==> config.mk <==
export PLATFORM = sky130hd
export DESIGN_NAME = uart_tx_serializer
export DESIGN_NICKNAME = d
export VERILOG_FILES = /design/src/rtl/uart_tx_serializer.sv
export SDC_FILE = /design/constraint.sdc
export NUM_CORES = 1
export LEC_CHECK = 0
export BUFFER_PORTS_ARGS = -buffer_cell sky130_fd_sc_hd__buf_2
export CAP_MARGIN = 10
export CORE_MARGIN = 2
export CORE_UTILIZATION = 51
export DETAILED_ROUTE_END_ITERATION = 10
export PLACE_DENSITY = 0.74
export SYNTH_ARGS = -nofsm -noshare
export SYNTH_HDL_FRONTEND = slang
export SYNTH_SLANG_ARGS = --single-unit
==> constraint.sdc <==
create_clock -name clk -period 2.5 [get_ports clk]
set_clock_uncertainty 0.15 [all_clocks]
set_input_delay 0.5 -clock clk [delete_from_list [all_inputs] [get_ports clk]]
set_output_delay 0.5 -clock clk [all_outputs]
set_load 0.02 [all_outputs]
==> src/rtl/uart_tx_serializer.sv <==
// rtl/uart_tx_serializer.sv - UART transmitter: start, LSB-first data, optional parity, stop
module uart_tx_serializer #(
    parameter int DATA_WIDTH = 8,
    parameter int PRESCALE   = 8
) (
    input  logic                  clk,
    input  logic                  ARSTn,
    input  logic [DATA_WIDTH-1:0] P_DATA,
    input  logic                  DATA_VALID,
    input  logic                  PAR_EN,
    input  logic                  PAR_TYP,
    output logic                  TX_OUT,
    output logic                  busy
);

    localparam int TW = (PRESCALE > 1) ? $clog2(PRESCALE) : 1;
    localparam int IW = (DATA_WIDTH > 1) ? $clog2(DATA_WIDTH) : 1;

    typedef enum logic [2:0] {
        IDLE,
        START,
        DATA,
        PARITY,
        STOP
    } state_t;

    state_t                state_q, state_d;
    logic [TW-1:0]         timer_q, timer_d;
    logic [IW-1:0]         idx_q, idx_d;
    logic [DATA_WIDTH-1:0] data_q, data_d;
    logic                  par_en_q, par_en_d;
    logic                  par_bit_q, par_bit_d;
    logic                  tx_q, tx_d;
    logic                  bit_end;

    always_ff @(posedge clk or negedge ARSTn) begin
        if (!ARSTn) begin
            state_q   <= IDLE;
            timer_q   <= '0;
            idx_q     <= '0;
            data_q    <= '0;
            par_en_q  <= 1'b0;
            par_bit_q <= 1'b0;
            tx_q      <= 1'b1;
        end else begin
            state_q   <= state_d;
            timer_q   <= timer_d;
            idx_q     <= idx_d;
            data_q    <= data_d;
            par_en_q  <= par_en_d;
            par_bit_q <= par_bit_d;
            tx_q      <= tx_d;
        end
    end

    always_comb begin
        state_d   = state_q;
        timer_d   = timer_q;
        idx_d     = idx_q;
        data_d    = data_q;
        par_en_d  = par_en_q;
        par_bit_d = par_bit_q;
        tx_d      = 1'b1;
        bit_end   = (timer_q == TW'(PRESCALE - 1));

        if (state_q != IDLE) begin
            timer_d = bit_end ? '0 : timer_q + TW'(1);
        end

        case (state_q)
            IDLE: begin
                if (DATA_VALID) begin
                    data_d    = P_DATA;
                    par_en_d  = PAR_EN;
                    par_bit_d = (^P_DATA) ^ PAR_TYP;
                    timer_d   = '0;
                    state_d   = START;
                end
            end
            START: begin
                if (bit_end) begin
                    idx_d   = '0;
                    state_d = DATA;
                end
            end
            DATA: begin
                if (bit_end) begin
                    if (idx_q == IW'(DATA_WIDTH - 1)) begin
                        idx_d   = '0;
                        state_d = par_en_q ? PARITY : STOP;
                    end else begin
                        idx_d = idx_q + IW'(1);
                    end
                end
            end
            PARITY: begin
                if (bit_end) state_d = STOP;
            end
            STOP: begin
                if (bit_end) state_d = IDLE;
            end
            default: state_d = IDLE;
        endcase

        // Line value is registered from the state being entered, so it changes on the same edge as the state.
        case (state_d)
            START:   tx_d = 1'b0;
            DATA:    tx_d = data_d[idx_d];
            PARITY:  tx_d = par_bit_d;
            default: tx_d = 1'b1;
        endcase
    end

    assign TX_OUT = tx_q;
    assign busy   = (state_q != IDLE);

endmodule

Word-level counts from Yosys, hierarchy flattened. Cells that the tools add are included.

Input bits: 13. Output and inout port bits: 2. Flip-flop bits (word level): 20. Word-level logic and storage cells: 47.

Equal/unequal tests: 9. Reduce and logical (&&, ||, !) cells: 4. $lt $le $gt $ge: 1. Multiplexer cells: 23. Bitwise logic cells: 1. Add/subtract/negate cells: 2.

Operators by type and width (number): $mux W3 (14); $mux W8 (2); $pmux W3 S5 (1); $eq A3 B2 Y1 const B (4); $eq A3 B3 Y1 const B (3); $reduce_xor A8 Y1 (1); $add A3 B1 Y3 const B (2); $eq A3 B1 Y1 const B (2); $pmux W3 S2 (1); $lt A3 B4 Y1 const B (1); $bmux W1 S3 (1); $logic_not A3 Y1 (1); $mux W1 (3); $pmux W1 S3 (1); $reduce_bool A3 Y1 (1); $reduce_and A2 Y1 (1); $xor A1 B1 Y1 (1).

Longest topological paths before layout. Gate-level depths: netlist (run 1).

Word-level depth: 7. Mapped depth: 9. Mapped depth without buffers: 9.

Least setup slack after synthesis (run 1). Ideal clock, no wire load.

Kind: register to register. Start: register timer_q[0]. End: register tx_q (netlist: TX_OUT). Path buffers: 0. Clock period less this slack: 2153 ps. Setup slack: 347 ps. Stages on the path, launching flop included: 9. Arrival: 1912 ps. Data required time: 2259 ps. Setup time: 91 ps. Path through: dfrtp_1 > ha_1 > ha_1 > nand3b_1 > a21oi_1 > nor2_2 > mux2_2 > a311oi_1 > a32oi_1.

Longest elaborated chain between the ends: 6. Elaborated cells between the ends (all ways): 15. Those cells by class: eq/ne (4); mux (11).

Ends and longest elaborated chain: start: declaration (line 28) `logic [TW-1:0] timer_q, timer_d;`; start signal: assignment (line 47) `timer_q <= timer_d;`; $eq A3 B3 Y1 (*) (line 64) `bit_end = (timer_q == TW'(PRESCALE - 1));`; $mux W3, on equally long branches (line 87, 81); $pmux W3 S2 (*) (line 70) `case (state_q)`; via idx_d[0] (line 29) `logic [IW-1:0] idx_q, idx_d;`; $bmux W1 S3 (*) (line 108) `DATA: tx_d = data_d[idx_d];`; $mux W1 (not written as such) (*) (line 108); $pmux W1 S3 (*) (line 106) `case (state_d)`; via tx_d (line 33) `logic tx_q, tx_d;`; end signal: assignment (line 52) `tx_q <= tx_d;`; end: declaration (line 33).

The timed path passes the listed nets; every way through them passes the cells marked *. The select of a mux whose other input is x is not followed. A chain may end at the register's enable or synchronous reset.

Worst setup path in the final report (run 1). Ends and elaborated chain as after synthesis.

==> reports/metrics.yaml, run 1 <==
grt_max_degree: 21
netlist_area_sq_um: 1130
max_stage_delay_ns: 0.42
combPwrFrac_pct: 11.6
synth-seq-area-share_pct: 44.5
post_cts_buffers: 0
root_buffer: "clkbuf_4"
routed_via_density: 5.30
tns_ns: 0
required_ns: 2.58
numCtsBuffers: 3
layout_commonest_cell: "dfrtp_1"
period_needed_ns: 2.35
ioPinCount: 15
synth-seq-cells: 20
crit_path_frequent_cell: "ha_1"
final_cell_mix: "dfrtp_1, buf_2, inv_1"
synth_ff_type: "dfrtp_1"
outcome: "completed"
dp.cells: 140
crit_path_cell_trace: "ha_1 > ha_1 > nand3b_1 > a21oi_1 > nor2_2 > mux2_2 > a311oi_1 > a32oi_1"
hold_path.class: "input port to register"
grt_pass1_vias: 773
hold_violations: 0
worstPathArrival_ns: 2.42
p_leak_uw: 0.000604
slowest_stage: "dfrtp_1"
netlist_instances: 98
max_freq_ghz: 0.426
grt_overflow: 0
gp_congestion: 0.787
drt-total-wl_microns: 2020
p_sw_uw: 130
power_density_nw_per_um2: 460
drc: 0
clock_latency_ns: 0.30
fin_area_sq_um: 1290
synth_edf_count: 0
avgSynthCellArea_sq_um: 11.5
place_area_sq_um: 1230
grt_util_all_layers_pct: 18.3
grt_setup_unrepaired: "false"
ys_async_sr_fraction_pct: 100
setup_viol: 0
die_w_microns: 51.0
endpoint_kind: "register"
area_delta_synth_final_pct: 14.4
vias: 768
crit_type: "register to register"
share_seq_of_total_power_pct: 57.1
startpoint_type: "register"
grt_pass1_wl_microns: 3480
n_antenna_cell: 0
antenna_found_initial: 0
multiInputGateArea_sq_um: 578
rows: 17
dieArea_sq_um: 2610
fin_cells: 145
clockBufferDepth: 2
drt_iter0_drc: 13
min_period_over_period_pct: 93.9
synth_nets: 117
ir_drop_mv: 0.300
slew-limit-headroom_pct: 70.5
p_int_uw: 464
drt_pre_antenna_iters: 4
cts.clk_slew.worst_paths_ns: 0.11
nFillCells: 187
numPortBuffers: 14
yosys_warnings: 0
clkPwrFrac_pct: 31.2
hold_ws_ns: 0.289
final-seq-area_sq_um: 502
cts_tree: "built"
layout-drive-gt1-share_pct: 29.9
max-cap-violations: 0
cts.sinks: 20
core_sq_um: 2150
die_h_microns: 51.0
fin_nets: 137
tightestPinTransition_ns: 0.442
dpl.hpwl_microns: 1530
yosysUniqueCellTypes: 36
htreeDepth: 1
worst-path-max-fanout: 4
postRouteAntennaNets: 0
start_util_pct: 52.5
swShare_pct: 21.9
finalMaxSlewViolations: 0
wl_per_cell_microns: 13.9
[critical path: cells and delay by family, from the launching register on]
kind	cells	cell delay [ns]
AO/OA/AOI/OAI	3	0.51
adder cells (fa/ha/maj)	2	0.47
flip-flops	1	0.42
AND/OR/NAND/NOR	2	0.37
multiplexers	1	0.36
[what timing repair did]
| item | 4_1_cts | 5_1_grt |
|---|---|---|
| endpoints found under the setup margin | 0 | 1 |
| resized for setup | 0 | 2 |
| hold buffers | 1 | 0 |
| hold endpoints to repair | 19 | 0 |
[power by group through the flow]
stage	logic (uW)	clock network, uW	registers (uW)
finish	69.1	186	339
global route	77.3	206	341
CTS	69.9	194	340
detailed placement	68.2	0	346
global placement	66.7	0	346
floorplan	41.7	0	346
[logic make-up (layout without fill, tap and decap cells)]
logic type	count (synthesis)	count (layout)	share of synthesized area, %
xor+xnor	7	7	6.65
compound gates	16	16	9.76
simple gates	23	23	12.8
mux	14	14	14.5
buf+inv	12	31	5.21
flops	20	20	44.5
fa+ha+maj	6	6	6.65
[state kept, by name, indices dropped and copies added (netlist names)]
register	flops
TX_OUT	1
data_q	8
idx_q	3
par_bit_q	1
par_en_q	1
state_q	3
timer_q	3
[synthesized netlist by cell type (all sizes together) (2+ instances only)]
| cell type | number | area (sq um) |
|---|---|---|
| xnor2 | 5 | 43.8 |
| o21ai | 3 | 15.0 |
| buf | 4 | 28.8 |
| nor2 | 5 | 21.3 |
| nand2 | 3 | 11.3 |
| a32oi | 2 | 17.5 |
| ha | 6 | 75.1 |
| a21o | 2 | 15.0 |
| nand3b | 5 | 37.5 |
| nand3 | 2 | 10.0 |
| a21oi | 4 | 20.0 |
| dfrtp | 19 | 475 |
| inv | 8 | 30.0 |
| mux2 | 13 | 154 |
[routing by layer]
| metal | GRT usage (%) | wire, microns |
|---|---|---|
| met3 | 4.39 | 87 |
| met4 | 5.41 | 22 |
| met2 | 31.0 | 989 |
| met5 | 0 | 0 |
| met1 | 23.1 | 919 |
[cell type report]
class | instances | share of cell area [%]
flip-flops and latches | 20 | 38.9
repair buffers | 19 | 8.53
well taps | 28 | 2.71
inverters | 8 | 2.33
multi-input cells | 66 | 44.8
clock buffers | 4 | 2.81
[per-stage QoR]
stage / utilization (%) / power, uW / setup WS (ns)
final: 60.1 / 594 / 0.152
after global routing: 60.1 / 625 / 0.0158
after CTS: 59.6 / 604 / 0.148
after detailed placement: 57.5 / 414 / 0.130
after global placement: 57.5 / 412 / 0.206
after floorplan: - / 388 / 0.347
[worst paths after layout]
kind / startpoint / endpoint / slack, ns / cells past startpoint
worst max-delay path: timer_q[0] / TX_OUT / 0.15 / 8
worst min-delay path: PAR_EN / par_en_q / 0.29 / 2
worst max register to register: timer_q[0] / TX_OUT / 0.15 / 8
worst min register to register: data_q[6] / data_q[6] / 0.35 / 1
max in group asynchronous: ARSTn / TX_OUT / 1.35 / 2
min in group asynchronous: ARSTn / timer_q[1] / 0.51 / 2
Power figures use the tool's default switching activity.
==> run 2, diff against run 1 <==
- MAX_ROUTING_LAYER: not set -> met4
- REMOVE_ABC_BUFFERS: not set -> 1
==> reports/metrics.yaml, run 2 (synthesis gave the netlist of run 1 again) <==
drt-total-wl_microns: 1990
drc: 0
area_delta_synth_final_pct: 15.1
p_int_uw: 464
drt_pre_antenna_iters: 4
worstReg2RegStart: "timer_q[0]"
final_cell_mix: "dfrtp_1, buf_2, inv_1"
fin_cells: 146
numCtsBuffers: 3
max-cap-violations: 0
clkPwrFrac_pct: 31.1
numPortBuffers: 14
grt_overflow: 0
tns_ns: 0
required_ns: 2.58
max_freq_ghz: 0.425
die_w_microns: 51.0
slew-limit-headroom_pct: 69.6
fin_nets: 138
crit_path_cell_trace: "ha_1 > ha_2 > and3b_1 > a21oi_1 > nor2_2 > buf_4 > buf_4 > mux2i_1 > o2bb2a_1 > a32oi_1"
slowest_stage: "dfrtp_1"
setup_viol: 0
whs_endpoint: "par_en_q"
largest_reg_flops: 8
layout_commonest_cell: "dfrtp_1"
core_sq_um: 2150
startpoint_type: "register"
cts_tree: "built"
drt_iter0_drc: 12
setup_slack_ns: 0.145
grt_max_degree: 21
dpl.hpwl_microns: 1480
root_buffer: "clkbuf_4"
hold_start: "PAR_EN"
timing.rr.end: "TX_OUT"
dpl_worst_slack_ns: 0.132
tightestPinTransition_ns: 0.456
crit_type: "register to register"
regMostFlops: "data_q"
nFillCells: 188
endpoint_kind: "register"
ioPinCount: 15
holdPathStages: 2
max_stage_delay_ns: 0.42
dieArea_sq_um: 2610
hold_violations: 0
grt_pass1_vias: 809
combPwrFrac_pct: 11.5
p_sw_uw: 128
finalMaxSlewViolations: 0
share_seq_of_total_power_pct: 57.4
swShare_pct: 21.6
worstPathArrival_ns: 2.43
clock_latency_ns: 0.29
cts.clk_slew.worst_paths_ns: 0.12
gp_congestion: 0.734
crit_path_frequent_cell: "buf_4"
postRouteAntennaNets: 0
p_leak_uw: 0.000608
worst-path-max-fanout: 5
htreeDepth: 1
reg2reg_setup_slack_ns: 0.14
layout-drive-gt1-share_pct: 30.5
outcome: "completed"
cts.sinks: 20
n_antenna_cell: 0
min_period_over_period_pct: 94.2
ir_drop_mv: 0.326
start_util_pct: 52.5
grt_setup_unrepaired: "false"
vias: 786
dp.cells: 139
clockBufferDepth: 2
hold_path.class: "input port to register"
grt_util_all_layers_pct: 18.5
power_density_nw_per_um2: 455
rows: 17
die_h_microns: 51.0
routed_via_density: 5.38
grt_pass1_wl_microns: 3460
reg2regPathDepth: 10
period_needed_ns: 2.36
antenna_found_initial: 0
wl_per_cell_microns: 13.7
run 2: power by group through the flow:
stage               combinational [uW]  clock [uW]  sequential [uW]
floorplan                         41.7           0              346
global placement                  66.6           0              346
detailed placement                68.4           0              346
CTS                               69.9         189              340
global route                      75.9         207              341
finish                            68.2         184              340
run 2: final cells by class:
class | instances | area (sq um) | share of cell area (%)
Clock buffer | 4 | 36.3 | 2.79
Inverter | 8 | 30.0 | 2.31
Multi-Input combinational cell | 66 | 578 | 44.5
Sequential cell | 20 | 502 | 38.6
Tap cell | 28 | 35.0 | 2.70
Timing Repair Buffer | 20 | 118 | 9.06
run 2: worst max-delay path by stage:
stage	startpoint	end	slack, ns	cells past startpoint
final	timer_q[0]	TX_OUT	0.14	10
after CTS	timer_q[0]	TX_OUT	0.12	8
after global routing	timer_q[0]	TX_OUT	0.01	10
after floorplan	DATA_VALID	TX_OUT	0.12	6
after global placement	timer_q[0]	TX_OUT	0.16	8
after detailed placement	timer_q[0]	TX_OUT	0.13	8
run 2: through the flow:
step           utilization, %  instance area, sq um  power [uW]  hold slack [ns]
2_1_floorplan               -                  1100         388           0.0544
3_3_place_gp             57.1                  1230         412            0.316
3_5_place_dp             57.1                  1230         414            0.321
4_1_cts                  59.3                  1270         598            0.276
5_1_grt                  60.5                  1300         623            0.269
6_report                 60.5                  1300         592            0.281
run 2: critical path, delay by kind of cell (launching register included):
kind / cells / cell delay (ns)
and+or+nand+nor: 2 / 0.27
adders and majority gates: 2 / 0.44
buffers and inverters: 2 / 0.27
AOI/OAI and AO/OA: 3 / 0.62
muxes: 1 / 0.10
DFF: 1 / 0.42
run 2: what timing repair did:
| item | CTS | global route |
|---|---|---|
| gates resized for setup | 0 | 2 |
| endpoints found under the setup margin | 0 | 1 |
| endpoints found under the hold margin | 9 | 0 |
| buffers inserted | 0 | 2 |
| hold buffers | 1 | 0 |
run 2: per-layer routing:
layer  GRT usage (%)  up-vias  wire length (microns)
met5               -        -                      0
met4            6.76        0                     19
met3            3.51        2                     60
met2            31.2       11                    996
met1            22.1      387                    919
li1                -      386                      -
==> run 3, diff against run 2 <==
- CTS_BUF_LIST: not set -> sky130_fd_sc_hd__clkbuf_16
- clock period: 2.5 -> 2.97 ns (I/O delays scaled with it)
==> reports/metrics.yaml, run 3 (synthesis gave the netlist of run 1 again) <==
grt_pass1_vias: 826
post_cts_buffers: 0
tightestPinTransition_ns: 0.638
startpoint_type: "register"
htreeDepth: 1
place_area_sq_um: 1210
worstPathArrival_ns: 2.46
numCtsBuffers: 3
postRouteAntennaNets: 0
hold_violations: 0
wl_per_cell_microns: 14.2
die_h_microns: 51.0
routed_via_density: 5.41
cts.sinks: 20
outcome: "completed"
crit_path_cell_trace: "ha_1 > ha_1 > nand3b_1 > a21oi_1 > nor2_2 > mux2_2 > a311oi_1 > a32oi_1"
drc: 0
max-cap-violations: 0
endpoint_kind: "register"
core_sq_um: 2150
largest_reg_flops: 8
reg2regPathDepth: 8
area_delta_synth_final_pct: 16.7
setup_viol: 0
clockBufferDepth: 2
cts_tree: "built"
gp_congestion: 0.747
hold_path.class: "input port to asynchronous set/reset pin"
start_util_pct: 52.5
slew-limit-headroom_pct: 57.2
period_needed_ns: 2.44
die_w_microns: 51.0
root_buffer: "clkbuf_16"
dpl.hpwl_microns: 1500
worst-path-max-fanout: 5
fin_nets: 133
required_ns: 2.99
power_density_nw_per_um2: 541
layout-drive-gt1-share_pct: 26.5
crit_type: "register to register"
cts_resized: 0
crit_path_frequent_cell: "ha_1"
numPortBuffers: 14
ioPinCount: 15
drt-total-wl_microns: 2000
vias: 763
regMostFlops: "data_q"
min_period_over_period_pct: 82.3
final_cell_mix: "dfrtp_1, buf_2, inv_1"
drt_pre_antenna_iters: 5
dieArea_sq_um: 2610
rows: 17
grt_max_degree: 21
clock_latency_ns: 0.25
drt_iter0_drc: 4
tns_ns: 0
p_leak_uw: 0.000616
grt_overflow: 0
grt_pass1_wl_microns: 3400
antenna_found_initial: 0
max_stage_delay_ns: 0.40
cts.clk_slew.worst_paths_ns: 0.06
grt_setup_unrepaired: "false"
grt_util_all_layers_pct: 18.3
finalMaxSlewViolations: 0
holdBufCountCts: 0
max_freq_ghz: 0.409
n_antenna_cell: 0
fin_area_sq_um: 1320
ir_drop_mv: 0.287
layout_commonest_cell: "dfrtp_1"
slowest_stage: "dfrtp_1"
[run 3: metrics by stage]
stage / util, % / std cells / worst slack (ns) / hold WS [ns] / power (uW)
after global routing: 61.3 / 141 / 0.377 / 0.167 / 739
after CTS: 61.3 / 141 / 0.516 / 0.148 / 722
final: 61.3 / 141 / 0.525 / 0.134 / 713
after floorplan: - / 94 / 0.499 / 0.148 / 326
after global placement: 56.4 / 137 / 0.489 / 0.314 / 347
after detailed placement: 56.4 / 137 / 0.439 / 0.325 / 351
[run 3: final timing paths]
path | to | slack (ns) | start
worst max-delay path | TX_OUT | 0.53 | timer_q[0]
worst min-delay path | par_en_q | 0.13 | ARSTn
worst max register to register | TX_OUT | 0.53 | timer_q[0]
worst min register to register | data_q[6] | 0.33 | data_q[6]
max in group asynchronous | TX_OUT | 2.19 | ARSTn
min in group clk | data_q[6] | 0.33 | data_q[6]
[run 3: power by group]
| part | internal (uW) | switching (uW) | leakage [uW] |
|---|---|---|---|
| combinational | 31.9 | 26.0 | 0.000315 |
| clock | 267 | 101 | 0.0000511 |
| sequential | 283 | 3.07 | 0.000250 |
| total | 583 | 131 | 0.000616 |
[run 3: worst max-delay path, delay by kind of cell (launching register included)]
kind	cells	cell delay, ns
adder cells (fa/ha/maj)	2	0.46
flip-flops	1	0.40
AO/OA/AOI/OAI	3	0.51
AND/OR/NAND/NOR	2	0.45
multiplexers	1	0.39
[run 3: final cells by class]
cell class	instances	area [sq um]
inverter	8	30.0
clock inverter	1	30.0
tap	28	35.0
clock buffer	3	75.1
fill	176	831
sequential	20	502
multi-input combinational	66	568
timing repair buffer	15	77.6
[run 3: per-layer routing]
| metal | track usage [%] | vias to the layer above | part of all wire (%) | routed length, microns |
|---|---|---|---|---|
| met1 | 20.4 | 367 | 45 | 894 |
| met5 | - | - | 0 | 0 |
| met4 | 9.46 | 0 | 2.2 | 44 |
| li1 | - | 379 | - | - |
| met2 | 31.2 | 12 | 50 | 997 |
| met3 | 3.51 | 5 | 3.0 | 60 |
